==> src/rtl/fibo_req_sched.sv <==
// fibo_req_sched
// Request scheduler wrapped around a single fibo_fun HLS core.
// Accepts one request at a time, launches the core with ap_start,
// waits for ap_done, and returns the result with the caller tag.
// A watchdog turns a hung core into an error response (data 0, err 1).
//
// Ports
//   ap_clk, ap_rst          clock, asynchronous active-high reset
//   req_valid/req_ready     request handshake; req_n index, req_tag caller tag
//   core_start, core_n      ap_start / n towards the core
//   core_ready, core_done   ap_ready / ap_done from the core
//   core_return             ap_return, valid while core_done is high
//   rsp_valid/rsp_ready     response handshake; rsp_data, rsp_tag, rsp_err
//   ok_cnt                  good responses delivered (wrapping)
//   err_cnt                 timeout responses delivered (saturating)
module fibo_req_sched #(
  parameter int TAG_W   = 4,
  parameter int TIMEOUT = 1024
) (
  input  logic             ap_clk,
  input  logic             ap_rst,
  input  logic             req_valid,
  output logic             req_ready,
  input  logic [31:0]      req_n,
  input  logic [TAG_W-1:0] req_tag,
  output logic             core_start,
  output logic [31:0]      core_n,
  input  logic             core_ready,
  input  logic             core_done,
  input  logic [31:0]      core_return,
  output logic             rsp_valid,
  input  logic             rsp_ready,
  output logic [31:0]      rsp_data,
  output logic [TAG_W-1:0] rsp_tag,
  output logic             rsp_err,
  output logic [15:0]      ok_cnt,
  output logic [7:0]       err_cnt
);

  localparam int WD_W = (TIMEOUT > 1) ? $clog2(TIMEOUT) : 1;
  localparam logic [WD_W-1:0] WD_LAST = WD_W'(TIMEOUT - 1);

  typedef enum logic [1:0] {IDLE, ISSUE, WAIT, RESP} state_t;

  state_t            state_q, state_d;
  logic [WD_W-1:0]   wd_q, wd_d;
  logic [31:0]       coreN_q, coreN_d;
  logic [TAG_W-1:0]  tag_q, tag_d;
  logic [31:0]       rspData_q, rspData_d;
  logic [TAG_W-1:0]  rspTag_q, rspTag_d;
  logic              rspErr_q, rspErr_d;
  logic [15:0]       okCnt_q, okCnt_d;
  logic [7:0]        errCnt_q, errCnt_d;
  logic              rdyEn_q;
  logic              capture;

  // rdyEn_q keeps req_ready low until the first clock edge after reset
  // is released, so the request port never opens asynchronously.
  always_ff @(posedge ap_clk or posedge ap_rst) begin
    if (ap_rst) begin
      state_q   <= IDLE;
      wd_q      <= '0;
      coreN_q   <= '0;
      tag_q     <= '0;
      rspData_q <= '0;
      rspTag_q  <= '0;
      rspErr_q  <= 1'b0;
      okCnt_q   <= '0;
      errCnt_q  <= '0;
      rdyEn_q   <= 1'b0;
    end else begin
      state_q   <= state_d;
      wd_q      <= wd_d;
      coreN_q   <= coreN_d;
      tag_q     <= tag_d;
      rspData_q <= rspData_d;
      rspTag_q  <= rspTag_d;
      rspErr_q  <= rspErr_d;
      okCnt_q   <= okCnt_d;
      errCnt_q  <= errCnt_d;
      rdyEn_q   <= 1'b1;
    end
  end

  // In ISSUE the core may only finish together with accepting the start
  // (ap_ready); in WAIT any ap_done completes the job.
  assign capture = core_done && ((state_q == WAIT) || core_ready);

  // Next-state logic. A core result beats watchdog expiry in the same cycle.
  // core_done/core_ready are not looked at in IDLE or RESP.
  always_comb begin
    state_d   = state_q;
    wd_d      = wd_q;
    coreN_d   = coreN_q;
    tag_d     = tag_q;
    rspData_d = rspData_q;
    rspTag_d  = rspTag_q;
    rspErr_d  = rspErr_q;
    okCnt_d   = okCnt_q;
    errCnt_d  = errCnt_q;
    unique case (state_q)
      IDLE: begin
        if (req_valid && rdyEn_q) begin
          coreN_d = req_n;
          tag_d   = req_tag;
          wd_d    = '0;
          state_d = ISSUE;
        end
      end
      ISSUE, WAIT: begin
        wd_d = wd_q + WD_W'(1);
        if (capture) begin
          rspData_d = core_return;
          rspErr_d  = 1'b0;
          rspTag_d  = tag_q;
          state_d   = RESP;
        end else if (wd_q == WD_LAST) begin
          rspData_d = '0;
          rspErr_d  = 1'b1;
          rspTag_d  = tag_q;
          state_d   = RESP;
        end else if ((state_q == ISSUE) && core_ready) begin
          state_d = WAIT;
        end
      end
      RESP: begin
        if (rsp_ready) begin
          state_d = IDLE;
          if (rspErr_q) begin
            if (errCnt_q != 8'hFF) errCnt_d = errCnt_q + 8'd1;
          end else begin
            okCnt_d = okCnt_q + 16'd1;
          end
        end
      end
      default: state_d = IDLE;
    endcase
  end

  assign req_ready  = (state_q == IDLE) && rdyEn_q;
  assign core_start = (state_q == ISSUE);
  assign core_n     = coreN_q;
  assign rsp_valid  = (state_q == RESP);
  assign rsp_data   = rspData_q;
  assign rsp_tag    = rspTag_q;
  assign rsp_err    = rspErr_q;
  assign ok_cnt     = okCnt_q;
  assign err_cnt    = errCnt_q;

endmodule

==> config.mk <==
export PLATFORM = sky130hd
export DESIGN_NAME = fibo_req_sched
export DESIGN_NICKNAME = d
export VERILOG_FILES = /design/src/rtl/fibo_req_sched.sv
export SDC_FILE = /design/constraint.sdc
export NUM_CORES = 1
export LEC_CHECK = 0
export CAP_MARGIN = 15
export CORE_ASPECT_RATIO = 0.75
export CORE_MARGIN = 5
export CORE_UTILIZATION = 50
export CTS_BUF_LIST = sky130_fd_sc_hd__clkbuf_4 sky130_fd_sc_hd__clkbuf_8
export CTS_CLUSTER_DIAMETER = 40
export DETAILED_ROUTE_END_ITERATION = 8
export DONT_BUFFER_PORTS = 1
export PLACE_DENSITY_LB_ADDON = 0.3
export SLEW_MARGIN = 0
export SYNTH_ARGS = -nofsm -noshare
export SYNTH_HDL_FRONTEND = slang
export SYNTH_SLANG_ARGS = --single-unit
==> constraint.sdc <==
create_clock -name ap_clk -period 5.4 [get_ports ap_clk]
set_input_delay 0.27 -clock ap_clk [delete_from_list [all_inputs] [get_ports ap_clk]]
set_output_delay 0.27 -clock ap_clk [all_outputs]
set_load 0.01 [all_outputs]
# [Word level (Yosys, flattened, before mapping)]
# Index checks and enable logic that the tools add are counted.
# Widths: inputs -> output; s select.
[word_totals] elab_cells=51 ff_bits=110 out_inout_bits=96 inputBits=74
[op_classes] eq_ne=8 n_reduce_logical=15 n_bitwise=1 muxes=14 add_sub_neg=3
[op_table] op="$mux 32" count=2
[op_table] op="$pmux 10 s2" count=1
[op_table] op="$add 16x1->16 const B" count=1
[op_table] op="$add 10x1->10 const B" count=1
[op_table] op="$eq 10x10->1 const B" count=1
[op_table] op="$mux 10" count=1
[op_table] op="$mux 2" count=5
[op_table] op="$add 8x1->8 const B" count=1
[op_table] op="$mux 4" count=2
[op_table] op="$ne 8x8->1 const B" count=1
[op_table] op="$pmux 2 s3" count=1
[op_table] op="$reduce_and 2->1" count=3
[op_table] op="$reduce_and 3->1" count=2
[op_table] op="$eq 2x2->1 const B" count=2
[op_table] op="$logic_and 1x1->1" count=4
[op_table] op="$ne 4x4->1 const B" count=1
[op_table] op="$reduce_and 4->1" count=1
[op_table] op="$reduce_bool 2->1" count=2
[op_table] op="$eq 2x1->1 const B" count=1
[op_table] op="$logic_not 2->1" count=1
[op_table] op="$mux 1" count=2
[op_table] op="$ne 2x1->1 const B" count=1
[op_table] op="$ne 2x2->1 const B" count=1
[op_table] op="$reduce_or 2->1" count=1
[op_table] op="other kinds (2)" count=2

# [Longest topological paths before layout]
[logic_depth] depth_word=6 mapped_depth=8 ltp_nobuf=6

# [Worst setup path after synthesis]
# Ideal clock, no wire load.
[synth_path] kind="register to register" start="register state_q[0]" end="register rspTag_q[0] (netlist: rsp_tag[0])" path_slack_ns=3.611 n_path_buf=2 period_less_slack_ns=1.789 path_stages_with_launch=8 setup_time_ns=0.125 t_required_ns=5.275 arrival_time_ns=1.664 cell_sequence="dfrtp_1 -> inv_1 -> ha_1 -> o211a_1 -> buf_2 -> a41oi_2 -> buf_6 -> mux2_2"
[synth_via] elab_chain_cells=5 word_cells_on_any_way=8 classes_between="eq/ne (2); mux (1); reduce/logical (5)"
[synth_rtl] element="start: declaration" line_no="45" text="state_t state_q, state_d;"
[synth_rtl] element="start signal: assignment" line_no="72" text="state_q <= state_d;"
[synth_rtl] element="$eq 2x2->1" line_no="87, 101"
[synth_rtl] element="$logic_or 1x1->1" line_no="87" text="assign capture = core_done && ((state_q == WAIT) || core_ready);"
[synth_rtl] element="$logic_and 1x1->1" line_no="87"
[synth_rtl] element="$reduce_bool 2->1 (no source line)"
[synth_rtl] element="$reduce_and 2->1 (no source line)"
[synth_rtl] element="end signal: assignment" line_no="77" text="rspTag_q <= rspTag_d;"
[synth_rtl] element="end: declaration" line_no="50" text="logic [TAG_W-1:0] rspTag_q, rspTag_d;"
# Several ways; a longest one is shown, not always the timed one.
# A chain may end at the register's enable or synchronous reset.

# [Worst setup path in the final report]
[layout_path] start="register state_q[0]" end="register state_q[0]"
[layout_via] elab_chain_cells=5 word_cells_on_any_way=14 classes_between="eq/ne (6); mux (2); reduce/logical (6)"
[layout_rtl] element="$eq 2x2->1" line_no="87, 101"
[layout_rtl] element="$logic_or 1x1->1" line_no="87"
[layout_rtl] element="$logic_and 1x1->1" line_no="87"
[layout_rtl] element="$ne 4x4->1 (no source line) or $mux 2 (tied branches)"
[layout_rtl] element="$reduce_and 3->1 (no source line) or $pmux 2 s3 (tied branches)"
# Several ways; a longest one is shown, not always the timed one.

==> Flow_metrics.wiki <==
{| class="wikitable"
! Metric !! Value
|-
| Status || completed
|-
| Maximum fanout along the worst path || 34
|-
| Number of H-tree levels || 3
|-
| Reg2Reg Depth || 7
|-
| TritonCTS clock tree || done
|-
| Measured slew at the worst slew-check pin || 1050 ps
|-
| P_leak || 2.21 nW
|-
| Share of layout cells above drive strength 1 || 0.211
|-
| Cell Rows || 30
|-
| Dominant cell type by area after synthesis || sky130_fd_sc_hd__dfrtp_1
|-
| Total number of vias || 2,577
|-
| First-pass iteration count of the detailed router || 4
|-
| Net count after synthesis || 410
|-
| Setup crit start kind || flop
|-
| Total Neg Setup Slack || 0 ps
|-
| Proportion of synthesized flip-flops having asynchronous set or reset || 1.00
|-
| Clock network latency to the later pin of the worst-skew pair || 360 ps
|-
| Final wirelength || 8640 microns
|-
| Design internal power || 1.78 mW
|-
| Top-count cell post-synth || sky130_fd_sc_hd__dfrtp_1
|-
| Worst Path Required || 5650 ps
|-
| Library cells used by synthesis || 41
|-
| Worst r2r src || state_q[0]
|-
| Gpl congestion || 0.756
|-
| Clock-pin slew reported for the worst setup and hold paths after clock tree synthesis || 100 ps
|-
| Clock network fraction of total power || 0.175
|-
| Number of buffers added by the clock tree synthesis step || 9
|-
| Finished layout cell area || 4830 sq um
|-
| CTS max path bufs || 2
|-
| Path type of the worst min-delay path || primary input to flop
|-
| Maximum capacitance violations || 0
|-
| Hold depth || 1
|-
| Final net count || 412
|-
| Fill cell count || 783
|-
| Logic pwr share || 0.266
|-
| Top_reg_cell synth || sky130_fd_sc_hd__dfrtp_1
|-
| Routed via count divided by cell count || 5.75
|-
| Die outline area || 11,100 sq um
|-
| Number of antenna violations at the first check in global routing || 0
|-
| Clock tree root driver cell || sky130_fd_sc_hd__clkbuf_8
|-
| Number of synthesized flops with an enable pin || 0
|-
| Remaining Overflow, GRT || 0
|-
| Post-CTS Repair Setup Buffers || 0
|-
| Post-route antenna net violation count || 0
|-
| Max VDD drop || 318 uV
|-
| Final setup violation count || 0
|-
| List of most frequent post-synthesis cells || 110 x sky130_fd_sc_hd__dfrtp_1, 44 x sky130_fd_sc_hd__mux2_2, 32 x sky130_fd_sc_hd__a22o_1, 18 x sky130_fd_sc_hd__xnor2_1
|-
| Clock period minus final worst setup slack || 3030 ps
|-
| Max Transition Viols Final || 0
|-
| Y dimension of the die || 92.3 microns
|-
| Endpoint class of the critical path || flop
|-
| Gr usage total || 0.159
|-
| Worst setup skew after layout || 9.17 ps
|-
| Register-to-Register Setup Slack || 2370 ps
|-
| Number of instances in the synthesized netlist || 329
|-
| I/O Pins || 170
|-
| Critical R2R Capture || state_q[0]
|-
| Post-synth design cell area || 4520 sq um
|-
| Beginning of the critical path || state_q[0]
|-
| Horizontal die dimension || 120 microns
|-
| Setup repair after global routing missed its margin || false
|-
| Post_cts resized || 0
|-
| Worst Hold Endpoint || rsp_data[20]
|-
| Placeable core region || 8930 sq um
|-
| Power dissipated by switching net loads || 1.03 mW
|-
| Register bit count reported by yosys || 110
|-
| Area growth from synthesis to layout || 7.04%
|-
| Starting Density || 0.505
|-
| Number of inserted diodes || 0
|-
| Average instance area after synthesis || 13.7 sq um
|-
| Startpoint of the worst hold path || core_return[20]
|-
| CTS Hold Buffers Added || 1
|-
| Post-layout util || 0.541
|-
| WHS || 39.3 ps
|-
| Total design power || 2.81 mW
|-
| Leading cell types by total area after synthesis || sky130_fd_sc_hd__dfrtp_1 61%, sky130_fd_sc_hd__mux2_2 11%, sky130_fd_sc_hd__a22o_1 6.2%
|-
| Sequential Power Share || 0.559
|-
| Share of the synthesized area in the top cell type || 0.610
|-
| Maximum clock frequency || 0.330 GHz
|-
| Power Density || 582 nW/um^2
|-
| Detail Placement HPWL || 6160 microns
|-
| Wire length of the first global-routing pass || 14,000 microns
|-
| Final Hold Violating Endpoints || 0
|-
| Sequential area share after synthesis || 0.610
|-
| WS Path Type || flop to flop
|-
| Number of sinks driven by the clock tree || 110
|-
| Worst path arrival time || 3280 ps
|-
| Routed length per placed instance || 19.3 microns
|-
| Cell area after placement || 4600 sq um
|-
| Port bufs || 0
|-
| Normalized max-slew margin || 0.300
|-
| Yosys warns || 0
|-
| Switching Fraction || 0.367
|-
| DRC errors left || 0
|-
| Number of violations reported at the end of detailed-routing iteration 0 || 135
|-
| Maximum number of pins on one net before global-route repair || 84
|-
| Post-route fraction of the period consumed by the critical path || 0.561
|-
| Number of global-route vias before repair || 2,677
|}
layer usage:
layer / routed length (microns) / global-route usage
met1: 3640 / 0.195
met2: 4010 / 0.243
met3: 899 / 0.0879
met4: 91 / 0.0467
met5: 0 / 0
power groups by stage:
stage          logic [mW]  registers [mW]  clock network (mW)
2_1_floorplan       0.659            1.50                   0
3_3_place_gp        0.709            1.59                   0
3_5_place_dp        0.753            1.59                   0
4_1_cts             0.749            1.58               0.514
5_1_grt             0.841            1.62               0.548
6_report            0.748            1.57               0.492
cell usage in the layout, fill, tap and decap left out, drive strengths merged, types with 2 or more instances in the layout:
cell type | Yosys | routed
nand2 | 13 | 13
inv | 6 | 9
mux2 | 44 | 44
a22o | 32 | 32
o21ai | 4 | 4
and4 | 5 | 5
a41oi | 2 | 2
clkinv | 0 | 3
a32o | 2 | 2
nand3 | 12 | 12
o211a | 2 | 2
nand2b | 2 | 2
dfrtp | 110 | 110
ha | 7 | 7
clkbuf | 3 | 9
and3 | 6 | 6
xor2 | 10 | 10
nand4 | 6 | 6
dlygate4sd3 | 0 | 2
a21oi | 4 | 4
buf | 10 | 2
nor2 | 13 | 13
mux2i | 2 | 2
xnor2 | 18 | 18
critical path: stages, from the launching register on:
cell and delay [ps]:
sky130_fd_sc_hd__dfrtp_1 410, sky130_fd_sc_hd__inv_1 80, sky130_fd_sc_hd__ha_1 480, sky130_fd_sc_hd__o211a_1 580
sky130_fd_sc_hd__a41oi_4 750, sky130_fd_sc_hd__buf_8 250, sky130_fd_sc_hd__o21ai_1 80, sky130_fd_sc_hd__mux2_2 270
cell type report:
| class | count | area [sq um] | area share |
|---|---|---|---|
| well taps | 112 | 140 | 0.0290 |
| multi-input cells | 200 | 1670 | 0.346 |
| clock inverters | 7 | 78.8 | 0.0163 |
| repair buffers | 4 | 42.5 | 0.00880 |
| clock buffers | 9 | 124 | 0.0256 |
| inverters | 6 | 25.0 | 0.00518 |
| flip-flops and latches | 110 | 2750 | 0.570 |
per-stage QoR:
step / setup WS (ps) / instances
floorplan: 2230 / 329
global placement: 2360 / 429
detailed placement: 2200 / 429
CTS: 2170 / 446
global route: 2080 / 448
finish: 2370 / 448
registers in the layout (all words and copies together), names as in the netlist:
| name | cells |
|---|---|
| tag_q | 4 |
| rsp_data | 32 |
| rsp_tag | 4 |
| ok_cnt | 16 |
| rdyEn_q | 1 |
| rsp_err | 1 |
| err_cnt | 8 |
| state_q | 2 |
| core_n | 32 |
| wd_q | 10 |
cells by family after synthesis:
group                      share of synthesized area
and+or+nand+nor                               0.0768
other                                       0.000830
adders and majority gates                     0.0194
buffers and inverters                         0.0233
AOI/OAI and AO/OA                              0.102
muxes                                          0.114
DFF                                            0.610
xor gates and xnor gates                      0.0543
how the worst max path moves through the flow:
stage                 end  cells past startpoint  slack (ps)
5_1_grt        state_q[0]                      7        2080
3_5_place_dp   state_q[0]                      6        2200
3_3_place_gp   state_q[0]                      6        2360
6_report       state_q[0]                      7        2370
2_1_floorplan   core_n[0]                      1        2230
4_1_cts        state_q[0]                      6        2170
No activity file was read; power rests on OpenSTA's default activity.
